===== src/rtl/disp_scan_mux.sv =====
// Time-multiplexed scanner for a 4-digit common-anode 7-segment display.
// Double-buffered value registers, per-digit anti-ghost guard and leading-zero blanking.
//
// state | meaning
// DIG0  | rightmost digit (hexs[3:0]) selected
// DIG1  | digit 1 (hexs[7:4]) selected
// DIG2  | digit 2 (hexs[11:8]) selected
// DIG3  | leftmost digit (hexs[15:12]) selected; leaving it ends the frame
module disp_scan_mux #(
    parameter int SCAN_DIV = 50000,
    parameter int GUARD    = 16
) (
    input  logic        clk,
    input  logic        rst,
    input  logic [15:0] hexs,
    input  logic [3:0]  points,
    input  logic [3:0]  blank,
    input  logic        load,
    input  logic        lz_en,
    output logic [3:0]  dig,
    output logic        point,
    output logic        le_out,
    output logic [3:0]  an,
    output logic        frame_tick
);

    localparam int PW = (SCAN_DIV > 2) ? $clog2(SCAN_DIV) : 1;
    localparam logic [PW-1:0] PRESC_LAST = PW'(SCAN_DIV - 1);
    localparam logic [PW-1:0] GUARD_END  = PW'(GUARD);

    localparam logic [1:0] DIG0 = 2'd0;
    localparam logic [1:0] DIG1 = 2'd1;
    localparam logic [1:0] DIG2 = 2'd2;
    localparam logic [1:0] DIG3 = 2'd3;

    logic [PW-1:0] presc;
    logic [1:0]    idx;
    logic [1:0]    idx_nxt;
    logic          tc;
    logic          wrap;

    logic [15:0]   shd_hex;
    logic [3:0]    shd_pts;
    logic [3:0]    shd_blank;
    logic [15:0]   disp_hex;
    logic [3:0]    disp_pts;
    logic [3:0]    disp_blank;

    logic [3:0]    nib_sel;
    logic          pt_sel;
    logic          blank_sel;
    logic          sup_sel;
    logic [3:0]    an_sel;

    assign tc   = (presc == PRESC_LAST);
    assign wrap = tc && (idx == DIG3);

    always_ff @(posedge clk or posedge rst) begin
        if (rst) begin
            presc <= '0;
        end else if (tc) begin
            presc <= '0;
        end else begin
            presc <= presc + PW'(1);
        end
    end

    always_comb begin
        idx_nxt = idx;
        if (tc) begin
            case (idx)
                DIG0:    idx_nxt = DIG1;
                DIG1:    idx_nxt = DIG2;
                DIG2:    idx_nxt = DIG3;
                default: idx_nxt = DIG0;
            endcase
        end
    end

    always_ff @(posedge clk or posedge rst) begin
        if (rst) begin
            idx <= DIG0;
        end else begin
            idx <= idx_nxt;
        end
    end

    always_ff @(posedge clk or posedge rst) begin
        if (rst) begin
            shd_hex   <= '0;
            shd_pts   <= '0;
            shd_blank <= 4'hF;
        end else if (load) begin
            shd_hex   <= hexs;
            shd_pts   <= points;
            shd_blank <= blank;
        end
    end

    // A load landing on the wrap cycle bypasses the shadow so it is not lost for a frame.
    always_ff @(posedge clk or posedge rst) begin
        if (rst) begin
            disp_hex   <= '0;
            disp_pts   <= '0;
            disp_blank <= 4'hF;
        end else if (wrap) begin
            if (load) begin
                disp_hex   <= hexs;
                disp_pts   <= points;
                disp_blank <= blank;
            end else begin
                disp_hex   <= shd_hex;
                disp_pts   <= shd_pts;
                disp_blank <= shd_blank;
            end
        end
    end

    always_comb begin
        nib_sel   = disp_hex[{idx, 2'b00} +: 4];
        pt_sel    = disp_pts[idx];
        blank_sel = disp_blank[idx];
        sup_sel   = 1'b0;
        case (idx)
            DIG3:    sup_sel = (disp_hex[15:12] == 4'h0);
            DIG2:    sup_sel = (disp_hex[15:8] == 8'h00);
            DIG1:    sup_sel = (disp_hex[15:4] == 12'h000);
            default: sup_sel = 1'b0;
        endcase
        sup_sel = sup_sel & lz_en;
        an_sel  = (presc < GUARD_END) ? 4'b1111 : ~(4'b0001 << idx);
    end

    always_ff @(posedge clk or posedge rst) begin
        if (rst) begin
            an         <= 4'b1111;
            dig        <= '0;
            point      <= 1'b0;
            le_out     <= 1'b1;
            frame_tick <= 1'b0;
        end else begin
            an         <= an_sel;
            dig        <= nib_sel;
            point      <= pt_sel;
            le_out     <= blank_sel | sup_sel;
            frame_tick <= wrap;
        end
    end

endmodule


===== config.mk =====
export PLATFORM = sky130hd
export DESIGN_NAME = disp_scan_mux
export DESIGN_NICKNAME = d
export VERILOG_FILES = /design/src/rtl/disp_scan_mux.sv
export SDC_FILE = /design/constraint.sdc
export NUM_CORES = 1
export LEC_CHECK = 0
export CELL_PAD_IN_SITES_DETAIL_PLACEMENT = 1
export CELL_PAD_IN_SITES_GLOBAL_PLACEMENT = 2
export CORE_MARGIN = 5
export CORE_UTILIZATION = 40
export CTS_CLUSTER_DIAMETER = 50
export DETAILED_ROUTE_END_ITERATION = 10
export GPL_ROUTABILITY_DRIVEN = 0
export PLACE_DENSITY_LB_ADDON = 0.1
export SETUP_SLACK_MARGIN = 0.02
export SYNTH_ARGS = -nofsm -noshare
export SYNTH_HDL_FRONTEND = slang
export SYNTH_SLANG_ARGS = --single-unit

===== constraint.sdc =====
create_clock -name clk -period 6.5 [get_ports clk]
set_input_delay 1.3 -clock clk [delete_from_list [all_inputs] [get_ports clk]]
set_output_delay 1.3 -clock clk [all_outputs]
set_load 0.005 [all_outputs]

==> key figures <==
CTS
  • Post_cts resized: 0
  • H-tree depth: 3
  • Sinks on Clock Net: 77
  • Clock-pin slew on the worst setup and hold paths: around 0.080 ns
  • Clock Latency Late Sink: 0.34 ns
  • Hold buffers post-CTS: 0
  • Total CTS buffers: 9
  • Post-CTS setup buffer count: 0
  • Clk Tree Root Cell: clkbuf_8
  • CTS tree: yes
  • Clk buf depth: 2

Timing
  • Final setup viols: 0
  • Final Hold Fails: 0
  • Relative slew margins: 0.163
  • Min cycle time layout: just over 3 ns
  • Max-slew violation count: 0
  • Setup TNS: 0 ns
  • Worst-Margin Slew: between 1 and 1.5 ns
  • RSZ-0062 raised after global routing: false
  • Tcrit/Tclk final: 0.477
  • Max Clock Skew: roughly 0.0088 ns
  • Fmax: between 0.3 and 0.4 GHz

Layout
  • Reg area: between 1500 and 2000 um2
  • Nets@finish: 301
  • Layout fillers: just over 800
  • Diodes inserted: 0
  • Share of layout cells above drive strength 1: 0.324
  • Area of the multi-input gates: ~1300 um2
  • Area grow syn2layout: 19.7%

Global route
  • Initial antenna violation count: 0
  • Gr ovfl total: 0
  • Gr usage total: 0.138
  • Vias in the first global route: between 2000 and 2500
  • First-pass GRT wire length: 10800 um
  • Largest net degree at the start of global routing: a little under 80

Yosys
  • Yosys reg bits: between 70 and 80
  • Yosys warns: 0
  • Post-synth ARST share: 1.00
  • Synth Instances: 225
  • Average cell area after synthesis: between 10 and 15 um2
  • Synthesized Nets: 259
  • Area contributors post-synth: dfrtp_1 49%, dfstp_2 10%, mux2_2 9.6%
  • Leading area contributor after synthesis: dfrtp_1
  • Library cells used by synthesis: 33
  • Post-synth top flop: dfrtp_1
  • Synthesized area: between 3000 and 4000 um2
  • Synth top area share: 0.485
  • Post-synth EDFFs: 0
  • Register area share after synthesis: 0.589

Detailed routing
  • DR vias: roughly 1900
  • Via/cell ratio: just under 5
  • First-pass DRT Iterations: 4
  • DRT Wirelength: about 6400 um
  • ANT nets after route: 0
  • # DRC: 0
  • Iter 0 DRT Violations: 35
  • Avg WL per Cell: about 17 um

Worst setup path
  • Startpoint types: input pin
  • Crit-path max FO: 24
  • Slowest stage delay, CP: between 1 and 1.5 ns
  • Cell family with most CP delay: buffers and inverters
  • Critical path's slowest cell: clkdlybuf4s50_1
  • CP arrival: between 3 and 4 ns
  • Critical path cell sequence: clkdlybuf4s50_1 > mux2_2 > mux2_4
  • Crit path required time: 6.72 ns
  • CP Buf/Inv Count: 1
  • Worst Setup SP: load
  • Crit path capture type: register
  • Crit Reg-Reg Startpoint: presc[0]
  • Crit path kind: input pin to register

Floorplanning
  • Core box area: slightly above 8000 um2
  • Initial Util: 0.406
  • Die Height: between 100 and 150 um
  • Ports: 39
  • Num rows: 33
  • Die width: between 100 and 150 um
  • Die ar.: roughly 10000 um2

Place
  • Post-DP HPWL: 4380 um
  • Port Buffers: 38

Pwr
  • VDD IR-drop max: between 0.09 and 0.1 mV
  • Pwr dens: 231 nW/um2
  • Lkg Pwr: 1.76 nW
  • Total Power: roughly 0.9 mW

Worst hold path
  • Hold Path Origin: shd_hex[3]
  • Hold Path Class: register to register

Run status
  • Status: finished, final reports clean

Run
  • Max-cap violations: 0
## registers in the layout, indices dropped and copies added (netlist names)
register	count
an	4
dig	4
disp_blank	4
disp_hex	16
disp_pts	4
frame_tick	1
idx	2
le_out	1
point	1
presc	16
shd_blank	4
shd_hex	16
shd_pts	4
## layout by cell type, fill, tap and decap left out, types with 7 or more instances in the layout
cell / count
dfrtp_1: 64
clkdlybuf4s50_1: 38
mux2_2: 28
mux2_4: 20
dfstp_2: 13
nor2_1: 12
nand2_1: 9
clkbuf_8: 9
nand3_1: 7
xnor2_1: 7
## kinds of logic (layout without fill, tap and decap cells)
family          Yosys count  after routing  share of synthesized area
compound gates            6              6                     0.0125
xor+xnor                 13             13                     0.0345
fa+ha+maj                 6              6                     0.0228
buf+inv                  15             62                     0.0228
flops                    77             77                      0.589
mux                      55             55                      0.231
simple gates             53             53                     0.0880
## cells in the mapped netlist, types with 2 or more instances
cell type	instances
nand3_1	7
nand2_1	9
and4_1	3
dfstp_2	13
clkbuf_1	3
nor2_1	12
nor3_1	5
xnor2_1	7
dfrtp_1	64
inv_1	7
mux2_4	20
ha_1	6
buf_6	2
xor2_1	6
buf_2	3
mux2_2	28
o21bai_1	2
nor4_1	5
mux4_2	6
nand4_1	4
## routing by layer
| metal | GRT usage | part of all wire | vias up |
|---|---|---|---|
| met1 | 0.195 | 0.49 | 956 |
| met4 | 0.0311 | 0.0027 | 0 |
| met3 | 0.0443 | 0.048 | 2 |
| met2 | 0.210 | 0.46 | 35 |
| li1 | - | - | 876 |
| met5 | 0 | 0 | - |
## through the flow
step	worst slack (ns)	hold slack (ns)	cells	util	area, um2
after floorplan	3.25	0.455	225	-	3300
after global placement	3.04	0.480	361	0.463	3770
after detailed placement	3.03	0.487	361	0.463	3770
after CTS	3.41	0.505	377	0.486	3950
after global routing	3.35	0.517	377	0.486	3950
final	3.40	0.501	377	0.486	3950
## report_power, final
part | switching, mW | internal (mW)
clock network | 0.183 | 0.143
logic | 0.0264 | 0.0438
registers | 0.0101 | 0.506
total | 0.220 | 0.692
## path summary, 6_finish.rpt
| path | end | slack, ns | cells past startpoint |
|---|---|---|---|
| worst max-delay path | disp_hex[13] | 3.40 | 3 |
| worst min-delay path | shd_hex[3] | 0.50 | 1 |
| max in group asynchronous | disp_hex[13] | 4.31 | 3 |
| min in group asynchronous | shd_hex[3] | 1.58 | 3 |
| worst min register to register | shd_hex[3] | 0.50 | 1 |
| worst max register to register | disp_hex[13] | 4.42 | 5 |
## cell type report
cell class	instances	share of cell area
Clock buffer	9	0.0314
Clock inverter	7	0.0143
Inverter	7	0.00665
Multi-Input combinational cell	133	0.324
Sequential cell	77	0.492
Tap cell	105	0.0333
Timing Repair Buffer	39	0.0982
(Power assumes the default switching activity.)
